<file path="src/rtl/imem_loader.sv">
// Byte-stream loader for the instruction memory: assembles big-endian 16-bit words,
// writes them at consecutive addresses and verifies a trailing 16-bit checksum.
module imem_loader #(
  parameter int                ADDR_W    = 12,
  parameter logic [ADDR_W-1:0] BASE_ADDR = '0
) (
  input  logic              clk,
  input  logic              rst,
  input  logic              start,
  input  logic [ADDR_W-1:0] len,
  input  logic              in_valid,
  input  logic [7:0]        in_data,
  output logic              in_ready,
  output logic              wr_en,
  output logic [ADDR_W-1:0] wr_addr,
  output logic [15:0]       wr_data,
  output logic              busy,
  output logic              done,
  output logic              csum_err
);

  // Handshake: a byte moves on a rising clk edge where in_valid & in_ready are both high;
  // in_ready depends only on the registered state, and the source holds in_data until then.
  typedef enum logic [2:0] {
    S_IDLE, S_HI, S_LO, S_WR, S_CK_HI, S_CK_LO, S_DONE
  } state_t;

  localparam logic [ADDR_W-1:0] ONE = ADDR_W'(1);

  state_t            state, state_nxt;
  logic [ADDR_W-1:0] addr_q, len_q, count_q;
  logic [15:0]       word_q, sum_q;
  logic [7:0]        hi_q;
  logic              csum_err_q;
  logic              xfer;
  logic              last_word;

  assign xfer      = in_valid & in_ready;
  // len==0 makes len-1 all ones, so the loop runs the full 2^ADDR_W words.
  assign last_word = (count_q == (len_q - ONE));

  always_ff @(posedge clk or posedge rst) begin
    if (rst) state <= S_IDLE;
    else     state <= state_nxt;
  end

  always_comb begin
    state_nxt = state;
    case (state)
      S_IDLE:  if (start) state_nxt = S_HI;
      S_HI:    if (xfer)  state_nxt = S_LO;
      S_LO:    if (xfer)  state_nxt = S_WR;
      S_WR:    state_nxt = last_word ? S_CK_HI : S_HI;
      S_CK_HI: if (xfer)  state_nxt = S_CK_LO;
      S_CK_LO: if (xfer)  state_nxt = S_DONE;
      S_DONE:  state_nxt = S_IDLE;
      default: state_nxt = S_IDLE;
    endcase
  end

  always_comb begin
    in_ready = 1'b0;
    wr_en    = 1'b0;
    done     = 1'b0;
    busy     = (state != S_IDLE);
    case (state)
      S_HI, S_LO, S_CK_HI, S_CK_LO: in_ready = 1'b1;
      S_WR:                         wr_en    = 1'b1;
      S_DONE:                       done     = 1'b1;
      default: ;
    endcase
  end

  always_ff @(posedge clk or posedge rst) begin
    if (rst) begin
      addr_q     <= '0;
      len_q      <= '0;
      count_q    <= '0;
      word_q     <= '0;
      sum_q      <= '0;
      hi_q       <= '0;
      csum_err_q <= 1'b0;
    end else begin
      case (state)
        S_IDLE: if (start) begin
          len_q      <= len;
          addr_q     <= BASE_ADDR;
          sum_q      <= '0;
          count_q    <= '0;
          csum_err_q <= 1'b0;
        end
        S_HI, S_CK_HI: if (xfer) hi_q <= in_data;
        S_LO:          if (xfer) word_q <= {hi_q, in_data};
        S_WR: begin
          sum_q   <= sum_q + word_q;
          addr_q  <= addr_q + ONE;
          count_q <= count_q + ONE;
        end
        // The checksum word is compared on the fly and never stored.
        S_CK_LO: if (xfer) csum_err_q <= ({hi_q, in_data} != sum_q);
        default: ;
      endcase
    end
  end

  assign wr_addr  = addr_q;
  assign wr_data  = word_q;
  assign csum_err = csum_err_q;

endmodule

</file>
<file path="config.mk">
export PLATFORM = sky130hd
export DESIGN_NAME = imem_loader
export DESIGN_NICKNAME = d
export VERILOG_FILES = /design/src/rtl/imem_loader.sv
export SDC_FILE = /design/constraint.sdc
export NUM_CORES = 1
export LEC_CHECK = 0
export ABC_CLOCK_PERIOD_IN_PS = 2300
export BUFFER_PORTS_ARGS = -buffer_cell sky130_fd_sc_hd__buf_4
export CORE_ASPECT_RATIO = 1.75
export CORE_MARGIN = 5
export CORE_UTILIZATION = 53
export DETAILED_ROUTE_END_ITERATION = 10
export GPL_TIMING_DRIVEN = 0
export PLACE_DENSITY = 0.77
export SLEW_MARGIN = 20
export SYNTH_ARGS = -nofsm -noshare
export SYNTH_HDL_FRONTEND = slang
export SYNTH_SLANG_ARGS = --single-unit
</file>
<file path="constraint.sdc">
create_clock -name clk -period 2.3 [get_ports clk]
set_input_delay 0.345 -clock clk [delete_from_list [all_inputs] [get_ports clk]]
set_output_delay 0.345 -clock clk [all_outputs]
set_load 0.005 [all_outputs]
</file>
==> results by group, run 1 <==
Run status
  – Failing checks: negative setup slack
  – Status: finished with violations

Detailed routing
  – WL per Instance: around 18 microns
  – Detailed-route DRC error count: 0
  – Routed WL: roughly 12000 microns
  – Total number of vias: 3777
  – Vias per cell: 5.90
  – Iter 0 DRT Violations: about 170
  – Antenna-violating nets left: 0
  – Drt first pass iters: 4

Power
  – Sw Ratio: 0.402
  – Leak Pwr: around 2.5 nW
  – Net Sw Power: between 3 and 4 mW
  – Seq pwr share: 0.332
  – Internal: 4.47 mW
  – Logic gate share of total power: 0.481
  – VDD IR-drop max: between 800 and 900 uV
  – Pwr Density: between 1000 and 1500 mW/mm^2
  – Clock network fraction of total power: 0.187

Setup path
  – Crit Reg-Reg Startpoint: wr_data[1]$_DFFE_PP0P_
  – Worst Path Required: 2570 ps
  – Crit Path Category: flip-flop to flip-flop
  – Startpoint type of the worst setup path: flip-flop
  – Setup slack, reg-to-reg: -70 ps
  – CP Max Fanout: 3
  – CP arrival: around 2700 ps
  – Worst path max stage delay: between 400 and 500 ps
  – CP max stage cell: a2111oi_4
  – Setup crit end kind: flip-flop
  – R2R Path End: sum_q[15]$_DFFE_PP0P_
  – Worst R2R Path Depth: 8
  – Crit-path cells: ha_1, a211o_1, a2111oi_4, o31ai_4, o221ai_2, xor2_1, or3_1, nand3_1

STA
  – Pins Over Slew Limit: 0
  – Final worst-path cycle share: 1.03
  – RSZ-0062 raised after global routing: true
  – Layout Skew: just over 8 ps
  – Fmax: roughly 0.42 GHz
  – Least-Margin Pin Slew: 735 ps
  – Post-route setup slack: -71.5 ps
  – Setup violators final: 2
  – Worst hold margin: roughly 76 ps
  – Min Clock Period, post-route: 2370 ps
  – Slew HR: 0.508
  – Final hold vios: 0
  – Final TNS setup: -86.9 ps

Placed design
  – Final GP Congestion: 0.872
  – Placed cell areas: around 0.0051 sq mm
  – HPWL after detailed placement: roughly 8500 microns
  – # port buffers: 56

Global routing
  – Initial antenna violation count: 0
  – GRT Total Usage: 0.235
  – Gr ovfl total: 0
  – First-pass GRT wire length: 19100 microns
  – Vias in the first global route: around 4000
  – Largest net degree at the start of global routing: 31

Job
  – Max Cap Viol: 0

Finish
  – Diode count: 0
  – Share of cells above drive strength 1: 0.217
  – Area growth from synthesis to layout: 25.2%
  – Fillers: 648
  – Final instance area: between 0.005 and 0.006 sq mm
  – Layout Nets: around 560
  – Register Area: 0.00200 sq mm
  – Area of the multi-input gates: 0.00253 sq mm

Clock tree
  – Clk root buf: clkbuf_16
  – CTS tree: yes
  – TritonCTS Buffers: 9
  – Clock latency on the worst-skew pair: ~340 ps
  – Clk buf depth: 2
  – # H-tree levels: 3
  – TritonCTS Sinks: 80
  – CTS clk-pin slew, worst paths: 60 ps
  – Hold_buf cts: 0

Floorplanning
  – Core area: between 0.008 and 0.009 sq mm
  – Die X: approximately 80 microns
  – Vert. Die Dim: 132 microns
  – Full die area: about 0.010 sq mm
  – I/O pin total: 57
  – Cell Rows: 44
  – Initial core utilization: 0.541

Yosys
  – Net Count, Synth: a little under 500
  – Post-synth EDFFs: 0
  – Top FF cell, synth: dfrtp_1
  – Synth Area in XOR/XNOR: 0.0994
  – Top post-synthesis cells by count: dfrtp_1 (80), nand2_1 (41), xnor2_1 (37), mux2_1 (36), o21ai_1 (36)
  – Most frequent cell after synthesis: dfrtp_1
  – Mapped Cells: 440
  – Async set or reset register ratio after synthesis: 1.00
  – Register bit total from synthesis: 80
  – Average cell area after synthesis: 10.2 sq um
  – Number of synthesis warnings: 0
  – Cell variety after synth: between 40 and 50
  – Synth Area in Compound Gates: 0.122
  – Multiplexer area fraction after synthesis: 0.0997
  – Combinational family with the most area after synthesis: simple AND/OR/NAND/NOR gates
  – Synth top area share: 0.445
  – Top post-synthesis cells by area: dfrtp_1 (45%), mux2_1 (9.0%), xnor2_1 (7.2%)
  – Synth area leader: dfrtp_1
  – Simple logic cell fraction of the synthesized area: 0.158
  – Register area share after synthesis: 0.445
  – Synthesized area: about 0.0045 sq mm
  – Adder-cell area share of the yosys netlist: 0.0546

Worst hold path
  – HP Class: primary input to asynchronous set/reset pin
-- how the worst max path moves through the flow --
stage	startpoint	to	slack, ps	depth (start not counted)
finish	wr_data[1]$_DFFE_PP0P_	sum_q[15]$_DFFE_PP0P_	-70	8
global route	wr_data[1]$_DFFE_PP0P_	sum_q[15]$_DFFE_PP0P_	-150	8
CTS	wr_data[1]$_DFFE_PP0P_	sum_q[15]$_DFFE_PP0P_	-30	8
detailed placement	wr_data[0]$_DFFE_PP0P_	sum_q[12]$_DFFE_PP0P_	-380	9
global placement	wr_data[0]$_DFFE_PP0P_	sum_q[12]$_DFFE_PP0P_	-340	9
floorplan	wr_data[0]$_DFFE_PP0P_	sum_q[14]$_DFFE_PP0P_	30	9
-- critical path, delay by kind of cell (launching register included) --
family                     cells  cell delay [ps]
adders and majority gates      1              320
xor gates and xnor gates       1              110
AOI/OAI and AO/OA              4             1080
and+or+nand+nor                2              400
DFF                            1              400
-- cell families after synthesis --
group	after synthesis
and+or+nand+nor	137
AOI/OAI and AO/OA	89
DFF	80
xor gates and xnor gates	51
muxes	40
buffers and inverters	24
adders and majority gates	19
-- power by group through the flow --
stage	logic, mW	clock network, mW	registers [mW]
after detailed placement	3.16	0	2.47
final	3.60	1.40	2.48
after global placement	3.04	0	2.44
after floorplan	2.26	0	2.33
after global routing	3.96	1.47	2.56
after CTS	3.42	1.42	2.47
-- per-layer routing --
layer,share of wire,track usage,vias to the layer above
li1,-,-,1750
met1,0.36,0.233,1854
met2,0.55,0.422,122
met3,0.037,0.0458,51
met4,0.056,0.163,0
met5,0,0,-
-- sequential cells by signal, summed over array words and instances (netlist names) --
register,count
hi_q,8
sum_q,16
wr_data,16
csum_err,1
state,3
wr_addr,12
count_q,12
len_q,12
-- repair_timing --
| action | 4_1_cts | 5_1_grt |
|---|---|---|
| hold endpoints to repair | 0 | 0 |
| gates cloned | 0 | 0 |
| resized for setup | 14 | 11 |
| buffers inserted | 7 | 5 |
| pin swaps | 8 | 10 |
| endpoints found under the setup margin | 14 | 33 |
-- final cells by class --
cell class / count / area share
multi-input cells: 336 / 0.449
flip-flops and latches: 80 / 0.356
repair buffers: 70 / 0.101
clock buffers: 10 / 0.0407
well taps: 115 / 0.0256
plain buffers: 15 / 0.0109
clock inverters: 6 / 0.0107
inverters: 8 / 0.00645
-- stage by stage --
step	utilization	power, mW	setup slack, ps	cells
after detailed placement	0.615	5.63	-379	613
after CTS	0.666	7.31	-31.7	635
after floorplan	-	4.59	31.0	440
after global placement	0.610	5.48	-343	611
final	0.677	7.48	-71.5	640
after global routing	0.677	7.99	-152	640
-- cells in the final DEF (no fill, tap or decap), drive strengths merged, types with 3 or more instances in the layout --
| cell | n |
|---|---|
| mux2 | 38 |
| nor3 | 4 |
| nand2 | 41 |
| a21o | 7 |
| clkinv | 3 |
| buf | 73 |
| o21ai | 46 |
| a31oi | 3 |
| nor4 | 5 |
| xor2 | 14 |
| dfrtp | 80 |
| nand2b | 3 |
| o21a | 4 |
| clkbuf | 22 |
| a22o | 3 |
| nand4 | 13 |
| xnor2 | 37 |
| ha | 18 |
| nor2 | 17 |
| inv | 7 |
| nand3 | 34 |
| a21oi | 11 |
| clkinvlp | 3 |
| and3 | 8 |
Power figures use the tool's default switching activity.
==> inputs of run 2 (changes only) <==
==> constraint.sdc (replaced) <==
create_clock -name clk -period 2.3 [get_ports clk]
set_input_delay 0.345 -clock clk [delete_from_list [all_inputs] [get_ports clk]]
set_output_delay 0.345 -clock clk [all_outputs]
set_load 0.1 [all_outputs]
==> run 2 against run 1 <==
  * The flow now finishes without violations
  * Count of clock-buffer cells in the layout up 4
  * Non-clock buffer count rose by 2
  * Global-route usage shrank 0.36 points
  * Via count shrank 2.0%
  * Clock power decreased by 7%
  * Critical path type unchanged
  * Highest routed layer unchanged
  * Worst setup slack improved by 110 ps
  * Combinational power is 43% higher
  * Register-to-register slack improved by 110 ps
  * Critical path depth grew 1
  * Clock skew fell by 2.8 ps
  * Utilization rose by 0.56 points
==> results by group, run 2 (synthesis gave the netlist of run 1 again) <==
Finish
  – Post-layout util: 0.682 (was 0.677)
  – Most frequent cells in the layout: buf_4 (70), dfrtp_1 (66), nand2_1 (40), xnor2_1 (36), mux2_1 (36) (was dfrtp_1 (80), buf_4 (66), nand2_1 (40), xnor2_1 (37), mux2_1 (36))
  – Area of the multi-input gates: 0.00257 sq mm (was 0.00253 sq mm)
  – Area growth from synthesis to layout: 26.2% (was 25.2%)
  – Leading cell type in the layout, fill and taps excluded: buf_4 (was dfrtp_1)
  – Fillers: 634 (was 648)
  – Diode count: 0 (unchanged)
  – Layout Nets: 565 (was 563)
  – Share of cells above drive strength 1: 0.255 (was 0.217)
  – Register Area: 0.00202 sq mm (was 0.00200 sq mm)

Floorplanning
  – Cell Rows: 44 (unchanged)
  – Vert. Die Dim: 132 microns (unchanged)
  – Core area: 0.00831 sq mm (unchanged)
  – Full die area: 0.0105 sq mm (unchanged)
  – Die X: 79.6 microns (unchanged)
  – I/O pin total: 57 (unchanged)
  – Initial core utilization: 0.541 (unchanged)

Placed design
  – Setup WS pre-CTS: -158 ps (was -379 ps)
  – HPWL after detailed placement: 8520 microns (was 8460 microns)
  – Final GP Congestion: 0.902 (was 0.872)
  – # port buffers: 56 (unchanged)

Detailed routing
  – Routed WL: 11500 microns (was 11700 microns)
  – WL per Instance: 18.0 microns (was 18.3 microns)
  – DRT met1 WL: 4070 microns (was 4170 microns)
  – Iter 0 DRT Violations: 290 (was 166)
  – Max Used Layer: met4 (unchanged)
  – Total number of vias: 3700 (was 3777)
  – Met2 WL: 6430 microns (was 6460 microns)
  – Met3 wire length: 503 microns (was 435 microns)
  – Detailed-route DRC error count: 0 (unchanged)
  – Vias per cell: 5.77 (was 5.90)
  – Drt first pass iters: 4 (unchanged)
  – Antenna-violating nets left: 0 (unchanged)

STA
  – Worst hold margin: 67.9 ps (was 75.7 ps)
  – Final worst-path cycle share: 0.984 (was 1.03)
  – Fmax: 0.442 GHz (was 0.422 GHz)
  – Least-Margin Pin Slew: 843 ps (was 735 ps)
  – Min Clock Period, post-route: 2260 ps (was 2370 ps)
  – Post-route setup slack: 36.5 ps (was -71.5 ps)
  – Layout Skew: 5.52 ps (was 8.32 ps)
  – Slew HR: 0.436 (was 0.508)
  – RSZ-0062 raised after global routing: true (unchanged)
  – Pins Over Slew Limit: 0 (unchanged)
  – Final hold vios: 0 (unchanged)
  – Setup violators final: 0 (was 2)

Power
  – Leak Pwr: 2.52 nW (about the same)
  – Pwr Density: 1580 mW/mm^2 (was 1330 mW/mm^2)
  – VDD IR-drop max: 1300 uV (was 820 uV)

Clock tree
  – TritonCTS Buffers: 9 (unchanged)
  – Clk root buf: clkbuf_16 (unchanged)
  – Clk buf depth: 2 (unchanged)
  – # H-tree levels: 3 (unchanged)
  – Clock latency on the worst-skew pair: 340 ps (about the same)
  – TritonCTS Sinks: 80 (unchanged)
  – CTS clk-pin slew, worst paths: 60 ps (about the same)
  – CTS tree: yes (unchanged)
  – Hold_buf cts: 0 (unchanged)

Job
  – Max Cap Viol: 0 (unchanged)

Worst hold path
  – HP Class: primary input to asynchronous set/reset pin (unchanged)

Setup path
  – CP Max Fanout: 3 (unchanged)
  – CP arrival: 2470 ps (was 2650 ps)
  – Worst Path Required: 2500 ps (was 2570 ps)
  – Setup crit end kind: flip-flop (unchanged)
  – Startpoint type of the worst setup path: flip-flop (unchanged)
  – Crit Path Category: flip-flop to flip-flop (unchanged)

Global routing
  – GRT Total Usage: 0.231 (was 0.235)
  – First-pass GRT wire length: 18600 microns (was 19100 microns)
  – Initial antenna violation count: 0 (unchanged)
  – Gr ovfl total: 0 (unchanged)
  – Vias in the first global route: 3834 (was 4034)
  – Largest net degree at the start of global routing: 32 (was 31)

Run status
  – Status: completed (was finished with violations)
==> run 2: stage by stage <==
| stage | setup TNS, ps | total power [mW] | instances | instance area, sq um |
|---|---|---|---|---|
| after floorplan | -399 | 6.16 | 440 | 4600 |
| after CTS | 0 | 8.76 | 635 | 5570 |
| final | 0 | 8.95 | 641 | 5670 |
| after global routing | -208 | 9.44 | 641 | 5670 |
| after detailed placement | -1580 | 7.27 | 613 | 5200 |
| after global placement | -1500 | 7.11 | 611 | 5160 |
==> run 2: cell type report <==
cell class / instances / area share
tap: 115 / 0.0254
clock inverter: 1 / 0.000882
buffer: 14 / 0.0108
clock buffer: 14 / 0.0448
timing repair buffer: 73 / 0.102
sequential: 80 / 0.356
inverter: 8 / 0.00640
multi-input combinational: 336 / 0.453
==> run 2: worst paths after layout <==
| path | from | end | slack (ps) | cells past startpoint |
|---|---|---|---|---|
| worst max register to register | sum_q[0]$_DFFE_PP0P_ | sum_q[12]$_DFFE_PP0P_ | 40 | 9 |
| worst max-delay path | sum_q[0]$_DFFE_PP0P_ | sum_q[12]$_DFFE_PP0P_ | 40 | 9 |
| min in group clk | len[4] | len_q[4]$_DFFE_PP0P_ | 210 | 2 |
| max in group asynchronous | rst | sum_q[1]$_DFFE_PP0P_ | 1490 | 4 |
| worst min-delay path | rst | sum_q[13]$_DFFE_PP0P_ | 70 | 2 |
| worst min register to register | wr_addr[11]$_DFFE_PP0P_ | wr_addr[11]$_DFFE_PP0P_ | 480 | 1 |
==> run 2: critical path, stage by stage, from the launching register on <==
cell      delay, ps
dfrtp_1         410
ha_4            190
fa_2            330
a21o_1          210
a221oi_4        310
a21oi_2         130
a31oi_4         230
o21ai_2          80
xnor2_1         160
o21ai_1          70
==> run 2: routing by layer <==
layer | vias up | track usage
li1 | 1751 | -
met1 | 1817 | 0.243
met2 | 96 | 0.410
met3 | 36 | 0.0499
met4 | 0 | 0.135
met5 | - | 0
==> run 2: what timing repair did <==
| action | CTS | global route |
|---|---|---|
| buffers inserted | 8 | 7 |
| resized for setup | 11 | 16 |
| endpoints found under the setup margin | 13 | 36 |
| pin swaps | 3 | 6 |
==> run 2: report_power, final <==
part           leakage [nW]  switching (mW)  internal [mW]
Combinational          1.39            3.32           1.81
Sequential             1.01           0.594           1.92
Clock                 0.127           0.545          0.754
==> inputs of run 3 (changes only) <==
--- a/config.mk
+++ b/config.mk
@@ -9,10 +9,11 @@
 export BUFFER_PORTS_ARGS = -buffer_cell sky130_fd_sc_hd__buf_4
 export CORE_ASPECT_RATIO = 1.75
 export CORE_MARGIN = 5
-export CORE_UTILIZATION = 53
+export CORE_UTILIZATION = 50
 export DETAILED_ROUTE_END_ITERATION = 10
 export GPL_TIMING_DRIVEN = 0
-export PLACE_DENSITY = 0.77
+export PLACE_DENSITY = 0.73
+export REMOVE_ABC_BUFFERS = 1
 export SLEW_MARGIN = 20
 export SYNTH_ARGS = -nofsm -noshare
 export SYNTH_HDL_FRONTEND = slang
==> run 3 against run 2 <==
  * The run now ends with negative setup slack left
  * Clock power increased by 18%
  * Utilization decreased by 2.8 points
  * Global-route usage decreased by 1.8 points
  * Count of clock-buffer cells in the layout decreased by 4
  * Critical endpoint is now sum_q[10]$_DFFE_PP0P_
==> results by group, run 3 (synthesis gave the netlist of run 1 again) <==
Clock tree
  – Clk buf depth: 2 (unchanged)
  – Clock latency on the worst-skew pair: 330 ps (was 340 ps)
  – # H-tree levels: 3 (unchanged)
  – CTS clk-pin slew, worst paths: 60 ps (about the same)
  – TritonCTS Sinks: 80 (unchanged)
  – Clk root buf: clkbuf_16 (unchanged)
  – CTS tree: yes (unchanged)
  – TritonCTS Buffers: 9 (unchanged)

STA
  – Least-Margin Pin Slew: 853 ps (was 843 ps)
  – Fmax: 0.421 GHz (was 0.442 GHz)
  – Post-route setup slack: -77.9 ps (was 36.5 ps)
  – Final hold vios: 0 (unchanged)
  – Final worst-path cycle share: 1.03 (was 0.984)
  – Setup violators final: 5 (was 0)
  – RSZ-0062 raised after global routing: true (unchanged)
  – Min Clock Period, post-route: 2380 ps (was 2260 ps)
  – Layout Skew: 7.93 ps (was 5.52 ps)
  – Pins Over Slew Limit: 0 (unchanged)
  – Slew HR: 0.429 (was 0.436)
  – Worst hold margin: 49.6 ps (was 67.9 ps)
  – Final TNS setup: -247 ps (was 0 ps)

Detailed routing
  – Antenna-violating nets left: 0 (unchanged)
  – Drt first pass iters: 4 (unchanged)
  – Routed WL: 11400 microns (was 11500 microns)
  – Vias per cell: 5.73 (was 5.77)
  – WL per Instance: 17.9 microns (was 18.0 microns)
  – Total number of vias: 3652 (was 3700)
  – Detailed-route DRC error count: 0 (unchanged)
  – Iter 0 DRT Violations: 131 (was 290)

Setup path
  – Crit Path Category: flip-flop to flip-flop (unchanged)
  – Startpoint type of the worst setup path: flip-flop (unchanged)
  – Setup slack, reg-to-reg: -80 ps (was 40 ps)
  – CP Max Fanout: 3 (unchanged)
  – R2R Path End: sum_q[10]$_DFFE_PP0P_ (was sum_q[12]$_DFFE_PP0P_)
  – CP arrival: 2580 ps (was 2470 ps)
  – Worst Path Required: 2500 ps (about the same)
  – Worst setup path endpoint: sum_q[10]$_DFFE_PP0P_ (was sum_q[12]$_DFFE_PP0P_)
  – Crit Reg-Reg Startpoint: sum_q[1]$_DFFE_PP0P_ (was sum_q[0]$_DFFE_PP0P_)
  – Setup crit end kind: flip-flop (unchanged)
  – Critical Path Start: sum_q[1]$_DFFE_PP0P_ (was sum_q[0]$_DFFE_PP0P_)
  – Worst R2R Path Depth: 9 (unchanged)

Power
  – Internal: 4.76 mW (was 4.49 mW)
  – Clock network fraction of total power: 0.165 (was 0.145)
  – Net Sw Power: 4.50 mW (was 4.46 mW)
  – Leak Pwr: 2.57 nW (was 2.52 nW)
  – Seq pwr share: 0.276 (was 0.281)
  – VDD IR-drop max: 1060 uV (was 1300 uV)
  – Logic gate share of total power: 0.559 (was 0.574)
  – Sw Ratio: 0.486 (was 0.498)
  – Pwr Density: 1620 mW/mm^2 (was 1580 mW/mm^2)
  – Pwr Total: 9.26 mW (was 8.95 mW)

Run status
  – Status: finished with violations (was completed)
  – Failing checks: negative setup slack

Placed design
  – Final GP Congestion: 0.936 (was 0.902)
  – Setup WS pre-CTS: -503 ps (was -158 ps)
  – HPWL after detailed placement: 7500 microns (was 8520 microns)
  – # port buffers: 56 (unchanged)

Finish
  – Share of cells above drive strength 1: 0.250 (was 0.255)
  – Fillers: 689 (was 634)
  – Layout Nets: 559 (was 565)
  – Diode count: 0 (unchanged)
  – Most frequent cells in the layout: dfrtp_1 (76), buf_4 (76), nand2_1 (39), xnor2_1 (37), mux2_1 (36) (was buf_4 (70), dfrtp_1 (66), nand2_1 (40), xnor2_1 (36), mux2_1 (36))
  – Area growth from synthesis to layout: 27.1% (was 26.2%)

Global routing
  – Gr ovfl total: 0 (unchanged)
  – Initial antenna violation count: 0 (unchanged)
  – GRT met2 Usage: 0.376 (was 0.410)
  – First-pass GRT wire length: 18100 microns (was 18600 microns)
  – Largest net degree at the start of global routing: 45 (was 32)
  – Met3 Usage GRT: 0.0286 (was 0.0499)
  – M1 GR Usage: 0.242 (was 0.243)
  – GRT Total Usage: 0.214 (was 0.231)
  – Vias in the first global route: 3684 (was 3834)
  – Busiest grt layer: met2 (unchanged)

Floorplanning
  – Core area: 0.00873 sq mm (was 0.00831 sq mm)
  – Full die area: 0.0111 sq mm (was 0.0105 sq mm)
  – Initial core utilization: 0.515 (was 0.541)
  – Cell Rows: 45 (was 44)
  – I/O pin total: 57 (unchanged)
  – Vert. Die Dim: 135 microns (was 132 microns)
  – Die X: 81.7 microns (was 79.6 microns)

Job
  – Max Cap Viol: 0 (unchanged)

Worst hold path
  – HP Class: primary input to asynchronous set/reset pin (unchanged)
-- run 3: per-layer routing --
layer | part of all wire | wire (microns)
met4 | 0.045 | 510
met3 | 0.035 | 397
met2 | 0.54 | 6140
met5 | 0 | 0
met1 | 0.38 | 4340
-- run 3: worst min path at each step --
| stage | start | to | slack (ps) | cells after the start |
|---|---|---|---|---|
| finish | rst | count_q[9]$_DFFE_PP0P_ | 50 | 2 |
| detailed placement | rst | len_q[11]$_DFFE_PP0P_ | 420 | 2 |
| CTS | rst | len_q[8]$_DFFE_PP0P_ | 70 | 2 |
| floorplan | count_q[11]$_DFFE_PP0P_ | count_q[11]$_DFFE_PP0P_ | 470 | 1 |
| global route | rst | len_q[11]$_DFFE_PP0P_ | 80 | 2 |
| global placement | wr_addr[11]$_DFFE_PP0P_ | wr_addr[11]$_DFFE_PP0P_ | 460 | 1 |
-- run 3: critical path, cell delays in order, from the launching register on --
cell and delay, ps:
dfrtp_1 430, buf_6 150, fa_2 380, a21o_1 220, a221oi_4 330, a21oi_2 130, a31oi_4 260, buf_6 130
xor2_1 150, o21ai_1 70
-- run 3: metrics by stage --
step,util,instances,area (sq um)
2_1_floorplan,-,424,4430
3_3_place_gp,0.573,597,5000
3_5_place_dp,0.578,599,5040
4_1_cts,0.633,623,5530
5_1_grt,0.654,637,5710
6_report,0.654,637,5710
-- run 3: final cells by class --
| type | instances | area [sq um] | area share |
|---|---|---|---|
| Clock buffer | 10 | 239 | 0.0418 |
| Tap cell | 117 | 146 | 0.0256 |
| Inverter | 8 | 37.5 | 0.00657 |
| Timing Repair Buffer | 80 | 628 | 0.110 |
| Sequential cell | 80 | 2010 | 0.351 |
| Multi-Input combinational cell | 337 | 2570 | 0.451 |
| Clock inverter | 5 | 78.8 | 0.0138 |
-- run 3: timing repair --
action                     4_1_cts  5_1_grt
hold buffers                     0        0
setup buffers                    8       15
gates resized for setup         17       16
setup endpoints to repair       23       23
pin swaps                       14       20
cloned                           1        0
-- run 3: power groups by stage --
| stage | logic (mW) | clock network, mW | registers, mW |
|---|---|---|---|
| 2_1_floorplan | 2.41 | 0 | 3.54 |
| 3_3_place_gp | 4.39 | 0 | 2.50 |
| 3_5_place_dp | 4.53 | 0 | 2.52 |
| 4_1_cts | 4.86 | 1.56 | 2.51 |
| 5_1_grt | 5.51 | 1.62 | 2.62 |
| 6_report | 5.18 | 1.53 | 2.55 |
